<file path="src/rtl/adc_capture_ctrl.sv">
// adc_capture_ctrl
// Triggered capture sequencer for an ADC sample stream. A start command
// arms a capture: a pre-trigger window is filled in a circular sample RAM,
// then the block waits for a level crossing (or a forced trigger), writes
// a post-trigger window and parks in DONE until the readout acknowledges.
// Only the write port of an external single-port RAM is driven here.
//
// Ports:
//   ad_clk      ADC sample clock, the only clock
//   rst_n       synchronous reset, active low
//   ad_data     raw ADC sample, valid every cycle
//   start       one-cycle capture request (honoured in IDLE only)
//   abort       one-cycle cancel, wins over everything else
//   ack         readout consumed the buffer, DONE -> IDLE
//   force_trig  immediate trigger while armed
//   trig_level  unsigned trigger threshold, used live
//   trig_slope  0 = rising, 1 = falling, used live
//   pre_len     pre-trigger sample count, latched at start
//   post_len    post-trigger sample count incl. trigger sample, latched at start
//   wr_en/wr_addr/wr_data  registered RAM write port
//   busy/armed/done        state decode
//   trig_addr   RAM address of the trigger sample
//   start_addr  RAM address of the oldest captured sample
//   forced      last trigger came from force_trig
module adc_capture_ctrl #(
  parameter int DATA_W = 8,
  parameter int ADDR_W = 10
) (
  input  logic              ad_clk,
  input  logic              rst_n,
  input  logic [DATA_W-1:0] ad_data,
  input  logic              start,
  input  logic              abort,
  input  logic              ack,
  input  logic              force_trig,
  input  logic [DATA_W-1:0] trig_level,
  input  logic              trig_slope,
  input  logic [ADDR_W-1:0] pre_len,
  input  logic [ADDR_W:0]   post_len,
  output logic              wr_en,
  output logic [ADDR_W-1:0] wr_addr,
  output logic [DATA_W-1:0] wr_data,
  output logic              busy,
  output logic              armed,
  output logic              done,
  output logic [ADDR_W-1:0] trig_addr,
  output logic [ADDR_W-1:0] start_addr,
  output logic              forced
);

  localparam logic [ADDR_W:0]   DEPTH_V  = {1'b1, {ADDR_W{1'b0}}};
  localparam logic [ADDR_W:0]   CNT_ONE  = {{ADDR_W{1'b0}}, 1'b1};
  localparam logic [ADDR_W-1:0] ADDR_ONE = {{(ADDR_W-1){1'b0}}, 1'b1};

  typedef enum logic [2:0] {
    S_IDLE,
    S_PRE,
    S_ARMED,
    S_POST,
    S_DONE
  } state_e;

  state_e state_q, state_d;

  logic [DATA_W-1:0] smp_q, prev_q;
  logic [ADDR_W-1:0] wptr_q, wptr_d;
  logic [ADDR_W:0]   cnt_q, cnt_d;
  logic [ADDR_W-1:0] pre_len_q, pre_len_d;
  logic [ADDR_W:0]   post_eff_q, post_eff_d;
  logic              armed_seen_q, armed_seen_d;
  logic [ADDR_W-1:0] trig_addr_q, trig_addr_d;
  logic [ADDR_W-1:0] start_addr_q, start_addr_d;
  logic              forced_q, forced_d;
  logic              wr_en_q, wr_en_d;
  logic [ADDR_W-1:0] wr_addr_q, wr_addr_d;
  logic [DATA_W-1:0] wr_data_q;

  logic [ADDR_W:0]   room;
  logic [ADDR_W:0]   post_eff_in;
  logic              level_hit;
  logic              fire;
  logic              pre_last;
  logic              post_last;
  logic              writing;

  // The post window is clipped so pre + post never exceeds the RAM, and
  // it is never shorter than the trigger sample itself.
  always_comb begin
    room        = DEPTH_V - {1'b0, pre_len};
    post_eff_in = (post_len < room) ? post_len : room;
    if (post_eff_in == '0) begin
      post_eff_in = CNT_ONE;
    end
  end

  // Trigger qualification. The level test looks at the sample being
  // written this cycle and the one before it; it is only trusted once
  // ARMED has written at least one sample so prev is part of the capture.
  always_comb begin
    if (trig_slope) begin
      level_hit = (prev_q > trig_level) && (smp_q <= trig_level);
    end else begin
      level_hit = (prev_q < trig_level) && (smp_q >= trig_level);
    end
    fire      = (state_q == S_ARMED) && !abort &&
                (force_trig || (armed_seen_q && level_hit));
    pre_last  = (cnt_q == ({1'b0, pre_len_q} - CNT_ONE));
    post_last = (cnt_q == (post_eff_q - CNT_ONE));
    writing   = !abort &&
                ((state_q == S_PRE) || (state_q == S_ARMED) || (state_q == S_POST));
  end

  // State register.
  always_ff @(posedge ad_clk) begin
    if (!rst_n) begin
      state_q <= S_IDLE;
    end else begin
      state_q <= state_d;
    end
  end

  // Next-state logic; abort overrides every other transition.
  always_comb begin
    state_d = state_q;
    if (abort) begin
      state_d = S_IDLE;
    end else begin
      case (state_q)
        S_IDLE:  if (start) state_d = (pre_len != '0) ? S_PRE : S_ARMED;
        S_PRE:   if (pre_last) state_d = S_ARMED;
        S_ARMED: if (fire) state_d = (post_eff_q == CNT_ONE) ? S_DONE : S_POST;
        S_POST:  if (post_last) state_d = S_DONE;
        S_DONE:  if (ack) state_d = S_IDLE;
        default: state_d = S_IDLE;
      endcase
    end
  end

  // Datapath next values: window parameters are latched at start, every
  // writing state stores smp at wptr, and a trigger records where the
  // window lives in the circular buffer. cnt restarts at 1 on the trigger
  // because the trigger sample is the first post-window write.
  always_comb begin
    wptr_d       = wptr_q;
    cnt_d        = cnt_q;
    pre_len_d    = pre_len_q;
    post_eff_d   = post_eff_q;
    armed_seen_d = armed_seen_q;
    trig_addr_d  = trig_addr_q;
    start_addr_d = start_addr_q;
    forced_d     = forced_q;
    wr_en_d      = 1'b0;
    wr_addr_d    = wr_addr_q;
    if (!abort && (state_q == S_IDLE) && start) begin
      pre_len_d    = pre_len;
      post_eff_d   = post_eff_in;
      wptr_d       = '0;
      cnt_d        = '0;
      armed_seen_d = 1'b0;
    end
    if (writing) begin
      wr_en_d   = 1'b1;
      wr_addr_d = wptr_q;
      wptr_d    = wptr_q + ADDR_ONE;
      cnt_d     = cnt_q + CNT_ONE;
    end
    if (writing && (state_q == S_ARMED)) begin
      armed_seen_d = 1'b1;
    end
    if (fire) begin
      trig_addr_d  = wptr_q;
      start_addr_d = wptr_q - pre_len_q;
      forced_d     = force_trig;
      cnt_d        = CNT_ONE;
    end
  end

  // Datapath registers and the two-stage sample pipeline feeding wr_data.
  always_ff @(posedge ad_clk) begin
    if (!rst_n) begin
      smp_q        <= '0;
      prev_q       <= '0;
      wptr_q       <= '0;
      cnt_q        <= '0;
      pre_len_q    <= '0;
      post_eff_q   <= '0;
      armed_seen_q <= 1'b0;
      trig_addr_q  <= '0;
      start_addr_q <= '0;
      forced_q     <= 1'b0;
      wr_en_q      <= 1'b0;
      wr_addr_q    <= '0;
      wr_data_q    <= '0;
    end else begin
      smp_q        <= ad_data;
      prev_q       <= smp_q;
      wptr_q       <= wptr_d;
      cnt_q        <= cnt_d;
      pre_len_q    <= pre_len_d;
      post_eff_q   <= post_eff_d;
      armed_seen_q <= armed_seen_d;
      trig_addr_q  <= trig_addr_d;
      start_addr_q <= start_addr_d;
      forced_q     <= forced_d;
      wr_en_q      <= wr_en_d;
      wr_addr_q    <= wr_addr_d;
      wr_data_q    <= smp_q;
    end
  end

  // Output decode of the state plus the registered write port.
  always_comb begin
    busy  = (state_q != S_IDLE);
    armed = (state_q == S_ARMED);
    done  = (state_q == S_DONE);
  end

  assign wr_en      = wr_en_q;
  assign wr_addr    = wr_addr_q;
  assign wr_data    = wr_data_q;
  assign trig_addr  = trig_addr_q;
  assign start_addr = start_addr_q;
  assign forced     = forced_q;

endmodule

</file>
<file path="config.mk">
export PLATFORM = sky130hd
export DESIGN_NAME = adc_capture_ctrl
export DESIGN_NICKNAME = d
export VERILOG_FILES = /design/src/rtl/adc_capture_ctrl.sv
export SDC_FILE = /design/constraint.sdc
export NUM_CORES = 1
export LEC_CHECK = 0
export CORE_ASPECT_RATIO = 1.25
export CORE_MARGIN = 1.5
export CORE_UTILIZATION = 45
export DETAILED_ROUTE_END_ITERATION = 10
export GPL_TIMING_DRIVEN = 0
export PLACE_DENSITY_LB_ADDON = 0.2
export SETUP_SLACK_MARGIN = 0.2
export SLEW_MARGIN = 15
export SYNTH_ARGS = -nofsm -noshare
export SYNTH_HDL_FRONTEND = slang
export SYNTH_SLANG_ARGS = --single-unit
</file>
<file path="constraint.sdc">
create_clock -name ad_clk -period 3 [get_ports ad_clk]
set_input_delay 0.6 -clock ad_clk [delete_from_list [all_inputs] [get_ports ad_clk]]
set_output_delay 0.6 -clock ad_clk [all_outputs]
set_load 0.05 [all_outputs]
</file>
==> results.yml <==
status:
  status: "finished clean"
pwr:
  power_frac_seq: 0.418
  p_per_area_mw_per_mm2: 416
  irDropWorstVdd_uv: 260
  p_comb_frac: 0.221
  p_leak_nw: 3.04
  p_clk_frac: 0.361
  internal-power_mw: 2.24
  p_switching_mw: 0.918
  swShare: 0.290
timing:
  drv_slew: 0
  hold_slack_ps: 456
  fin_crit_sh: 0.972
  finalSetupTns_ps: 0
  fin_crit_ps: 2920
  rsz0062_at_grt: "yes"
  slew_headroom: 0.563
  skew_ps: 4.94
  fmax_mhz: 343
  timing_worst_slew_pin_value_ps: 646
  finalHoldViolations: 0
  setup_viol: 0
logic_synthesis:
  synth_cell_type_count: 66
  synth_top_area_share: 0.325
  synth_top_area_cell: "dfxtp_1"
  synthCells: 700
  syn-cell-area_sq_mm: 0.00578
  ys_ff_latch: 94
  synthTopCellsByArea: "dfxtp_1 (33%), ha_1 (8.9%), mux2i_1 (5.0%), nand2_1 (4.6%), a21oi_1 (3.5%)"
  yosysWarnings: 0
  yosysSeqAreaShare: 0.325
  syn_avg_cell_area_sq_um: 8.26
  synthFlopType: "dfxtp_1"
  synth_edf_count: 0
  synth_async_sr_flop_share: 0
  synth.net_count: 786
cts:
  cts-buffers-inserted: 9
  ctsRootBufferMaster: "clkbuf_16"
  clk_latency_ps: 350
  clock_sinks: 94
  clockBufferDepth: 2
  cts_hold_buffers: 0
  cts_max_level: 3
  clk_pin_slew_ps: 70
  cts_tree: "built"
setup_path:
  slowest_stage: "or4_4"
  worstSetupPathType: "in2reg"
  path_cells: "buf_8 -> or4_4 -> nor3_4 -> nand2b_1 -> or3_1 -> buf_6 -> ha_4 -> o211ai_1 -> o21ai_4 -> buf_6 -> mux2i_1 -> a21oi_1"
  cp-start-kind: "input pin"
  arrival_ps: 3130
  critPathMaxStageDelay_ps: 570
  path_delay_family: "simple AND/OR/NAND/NOR gates"
  path_common_cell: "buf_6"
  crit_path_max_fanout: 5
  end_kind: "flip-flop"
  cp_data_required_time_ps: 3220
  path_buf_inv: 3
finish:
  layout_common_cells: "dfxtp_1 (94), clkdlybuf4s50_1 (79), nand2_1 (70), a21oi_1 (38), nor2_1 (36)"
  final_common_cell: "dfxtp_1"
  antennaDiodeCount: 0
  fin_nets: 898
  layout-drive-gt1-share: 0.118
  area_growth_pct: 31.5
routing:
  routed_wl_um: 16000
  first_pass_iters: 4
  wire_per_inst_um: 16.2
  vias: 5432
  avgViaCountPerCell: 5.51
  drc: 0
  drt_iter0_markers: 293
  antenna_left: 0
floorplan:
  die_w_um: 104
  start_util: 0.459
  die_h_um: 130
  io_pins: 87
  dieArea_sq_mm: 0.0135
  std_cell_rows: 46
  core-area_sq_mm: 0.0126
min_path:
  hp-class: "reg2reg"
global_routing:
  track_usage: 0.226
  grt.overflow.total: 0
  grt_max_degree: 16
  antenna_found_initial: 0
  grt_pass1_wl_um: 24500
  grt_pass1_vias: 5242
placement:
  portBuffers: 86
  gp_congestion: 0.875
  dpl.hpwl_um: 11500
run:
  drv_cap: 0
-- worst paths after layout --
| kind | start | to | slack [ps] | cells past startpoint |
|---|---|---|---|---|
| worst max-delay path | pre_len[4] | post_eff_q[6] | 80 | 12 |
| worst min-delay path | forced | forced | 460 | 2 |
| worst max register to register | pre_len_q[0] | state_q[0] | 400 | 10 |
| worst min register to register | forced | forced | 460 | 2 |
-- registers in the layout, indices dropped and copies added (netlist names), 3 cells and up --
signal / count
cnt_q: 11
post_eff_q: 11
pre_len_q: 10
smp_q: 8
start_addr: 10
state_q: 3
trig_addr: 10
wptr_q: 10
wr_addr: 10
wr_data: 8
-- through the flow --
| stage | setup WS [ps] | cell area [sq um] | total power, mW | utilization | cells |
|---|---|---|---|---|---|
| floorplan | 79.3 | 5810 | 1.76 | - | 700 |
| global placement | -902 | 6880 | 1.94 | 0.546 | 954 |
| detailed placement | -959 | 6880 | 1.96 | 0.546 | 954 |
| CTS | 9.49 | 7350 | 3.12 | 0.583 | 979 |
| global route | 6.22 | 7610 | 3.31 | 0.604 | 985 |
| finish | 84.3 | 7610 | 3.16 | 0.604 | 985 |
-- power by group through the flow --
stage	combinational (mW)	sequential [mW]	clock [mW]
CTS	0.640	1.32	1.16
finish	0.699	1.32	1.14
global route	0.760	1.33	1.22
detailed placement	0.613	1.35	0
floorplan	0.402	1.36	0
global placement	0.593	1.35	0
-- tightest hold or removal path: cells and delay by family (launching register included) --
kind | cells | cell delay (ps)
flops | 1 | 310
simple gates | 2 | 100
-- final cells by class --
class	count	area [sq um]
Fill cell	1113	5000
Multi-Input combinational cell	534	3940
Sequential cell	94	1880
Timing Repair Buffer	101	973
Clock buffer	11	233
Tap cell	168	210
Buffer	34	170
Inverter	38	143
Clock inverter	5	58.8
-- metal layers --
layer / part of all wire / GRT usage / vias to the layer above
met2: 0.52 / 0.430 / 160
met1: 0.39 / 0.238 / 2539
met5: 0 / 0 / -
met3: 0.039 / 0.0330 / 47
li1: - / - / 2686
met4: 0.044 / 0.136 / 0
-- synth_stat cells (all sizes together), types with 2 or more instances --
cell,instances
nor2b,24
o21a,7
dfxtp,94
nand3,25
nor2,36
clkbuf,28
ha,41
xnor2,16
and2,27
nor4b,2
o41ai,2
nor3b,5
nand4,3
and3,9
xor2,23
nand2b,7
o21ai,41
a31oi,7
mux2i,29
or3,7
and4,3
a21oi,41
a21boi,23
nand3b,4
a221oi,3
or2,4
or4,3
a21o,3
nor3,22
a311oi,4
o31ai,2
o2111ai,2
a2111oi,4
o211ai,7
buf,6
nand2,72
nand4b,2
nor4,8
inv,38
-- repair_timing --
action | CTS | global route
resized for setup | 49 | 44
setup buffers | 8 | 5
cloned | 1 | 1
pin swaps | 15 | 25
endpoints found under the setup margin | 39 | 42
-- logic make-up after synthesis --
group	Yosys count	synth area share
flops	94	0.325
mux	30	0.0521
compound gates	156	0.177
buf+inv	72	0.0487
simple gates	267	0.246
fa+ha+maj	42	0.0922
xor+xnor	39	0.0591
(Power assumes the default switching activity.)
==> variant: new RTL, same settings <==
Change the parameter `ADDR_W` from 10 to 11.
--- a/src/rtl/adc_capture_ctrl.sv
+++ b/src/rtl/adc_capture_ctrl.sv
@@ -25,5 +25,5 @@
 module adc_capture_ctrl #(
   parameter int DATA_W = 8,
-  parameter int ADDR_W = 10
+  parameter int ADDR_W = 11
 ) (
   input  logic              ad_clk,
Ports: changed (5 resized); port bits go from 87 to 92. The function was not compared with the original's and may differ.
==> variant against the unedited design <==
Critical path depth grew 4; routed wire length grew 17%; largest cell class unchanged; cell area grew 11%; setup slack lost 0.061 ns; clock power grew 9%; count of clock-buffer cells in the layout grew 1; first-iteration DRC count grew 18%; power grew 8.4%; sequential cell count grew 7; synthesized area grew 6.7%; critical endpoint is now post_eff_q[1]; worst hold slack lost 0.0017 ns; register-to-register slack lost 0.04 ns.
==> variant: results (changes against the unedited design) <==
Global routing
  • Largest net degree at the start of global routing: 16 (unchanged)
  • Vias in the first global route: 5954 (+14%)
  • First-pass GRT wire length: 29100 um (+19%)
  • Initial antenna violation count: 0 (unchanged)
  • GRT Total Usage: 0.255 (+0.0283)

STA
  • Relative slew slack: 0.532 (-0.0313)
  • Clock skew: 0.00775 ns (+0.00281 ns)

Place
  • Placer Congestion: 0.937 (+7.0%)
  • DP Worst Slack: -1.17 ns (-0.213 ns)
  • Dpl cells: 1023 (+7.2%)
  • I/O Buffers: 87 (+1.2%)
  • Detailed Place HPWL: 13300 um (+15%)

Clock tree
  • Clk Latency, worst-skew pair: 0.35 ns (about the same)
  • TritonCTS clock tree: done
  • CTS Buf Count: 9 (unchanged)
  • # H-tree levels: 3 (unchanged)
  • CTS root buffer: clkbuf_16
  • Maximum buffer depth of the clock tree: 2 (unchanged)
  • Clk slew on worst S/H paths: 0.07 ns (about the same)

Cells and area
  • Fillcell total: 1139 (+2.3%)
  • Final non-filler cell total: 1075 (+9.1%)
  • Largest regs: cnt_q x12, post_eff_q x12
  • Number of diodes: 0 (unchanged)
  • Nets@finish: 989 (+10%)
  • Layout cell share with drive strength beyond 1: 0.159 (+0.0418)

Synth
  • Synth Warn #: 0 (unchanged)
  • Ranking of synthesized cells by area: dfxtp_1, ha_1, mux2i_1, nand2_1, a21oi_1
  • Post-synthesis sequential area ratio: 0.328 (+0.00219)
  • Syn avg cell area: 8.07 um^2 (-2.3%)
  • Commonest cells post-synth: dfxtp_1, nand2_1, nor2_1, a21oi_1
  • Library cells used by synthesis: 62 (-6.1%)
  • Async S/R FF share, synth: 0 (unchanged)
  • Mapped Nets: 855 (+8.8%)

Hold path
  • Hold crit path type: flop to flop

Detailed routing
  • Initial drt markers: 346 (+18%)
  • Post-Route WL: 18800 um (+17%)
  • Vias/cell: 5.68 (+3.0%)
  • Drt first pass iters: 4 (unchanged)

Setup path
  • Critical Path Fanout Max: 5 (unchanged)
  • Critical path's slowest cell: a211o_1
  • Worst Path Arrival: 3.22 ns (+0.09 ns)
  • Max stage delay on crit path: 0.34 ns (-0.23 ns)

Power and ir drop
  • Pleak: 0.00324 uW (+6.6%)
  • Peak supply drop: 0.243 mV (-6.4%)
  • Switching part of the total: 0.279 (-0.0115)

Run status
  • Status: finished, final reports clean
==> variant: changes by cell type in the layout (fill, tap and decap cells not counted), moves of 6 or more <==
cell,before,now
nor2b_1,24,17
nand2_1,70,78
a21boi_0,22,15
clkdlybuf4s50_1,79,72
nor2_1,36,57
xnor2_1,15,23
nor2_2,0,6
xor2_1,20,14
nand4_1,3,9
buf_4,12,28
==> variant: per-layer routing <==
layer / routed length (um) / track usage / vias up
met1: 7260 / 0.280 / 2881
met2: 9940 / 0.473 / 193
met4: 840 / 0.126 / 0
met3: 713 / 0.0340 / 61
met5: 0 / 0 / -
li1: - / - / 2970
==> variant: final timing paths <==
check / start / endpoint / slack, ns / cells after the start
max: pre_len[1] / post_eff_q[1] / 0.02 / 16
min: wr_addr[3] / wr_addr[3] / 0.45 / 2
max reg2reg: post_eff_q[3] / state_q[1] / 0.36 / 10
min reg2reg: wr_addr[3] / wr_addr[3] / 0.45 / 2
==> variant: timing repair <==
item / CTS / global route
hold buffers: 0 / 0
setup buffers: 24 / 8
hold endpoints to repair: 0 / 0
endpoints found under the setup margin: 48 / 52
pin swaps: 31 / 32
gates resized for setup: 97 / 48
gates cloned: 3 / 1
==> variant: logic make-up (layout without fill, tap and decap cells) <==
logic type	count (synthesis)	in the layout	share of synthesized area
xor gates and xnor gates	40	40	0.0568
DFF	101	101	0.328
AOI/OAI and AO/OA	171	171	0.177
buffers and inverters	81	220	0.0513
adders and majority gates	44	44	0.0904
muxes	38	38	0.0632
and+or+nand+nor	290	290	0.234
==> variant: critical path: cells and delay by family <==
family,cells,cell delay (ns)
simple gates,2,0.35
compound gates,3,0.65
mux,1,0.22
xor+xnor,1,0.16
buf+inv,7,0.84
fa+ha+maj,2,0.39
==> variant: layout make-up <==
class	count	area [um^2]	area share
Timing Repair Buffer	123	1250	0.147
Clock buffer	12	236	0.0279
Clock inverter	4	72.6	0.00857
Tap cell	171	214	0.0253
Multi-Input combinational cell	583	4280	0.505
Sequential cell	101	2020	0.239
Buffer	38	229	0.0271
Inverter	43	164	0.0194
==> variant: power groups by stage <==
stage | combinational (uW) | sequential [uW] | clock (uW)
3_5_place_dp | 629 | 1440 | 0
3_3_place_gp | 615 | 1440 | 0
2_1_floorplan | 418 | 1450 | 0
6_report | 771 | 1420 | 1240
4_1_cts | 710 | 1410 | 1250
5_1_grt | 835 | 1420 | 1300
==> variant: per-stage QoR <==
stage | cell area, um^2 | setup TNS [ns] | utilization
5_1_grt | 8460 | -0.449 | 0.637
3_3_place_gp | 7320 | -27.28 | 0.551
2_1_floorplan | 6240 | 0 | -
4_1_cts | 8160 | 0 | 0.614
6_report | 8460 | 0 | 0.637
3_5_place_dp | 7320 | -29.92 | 0.551
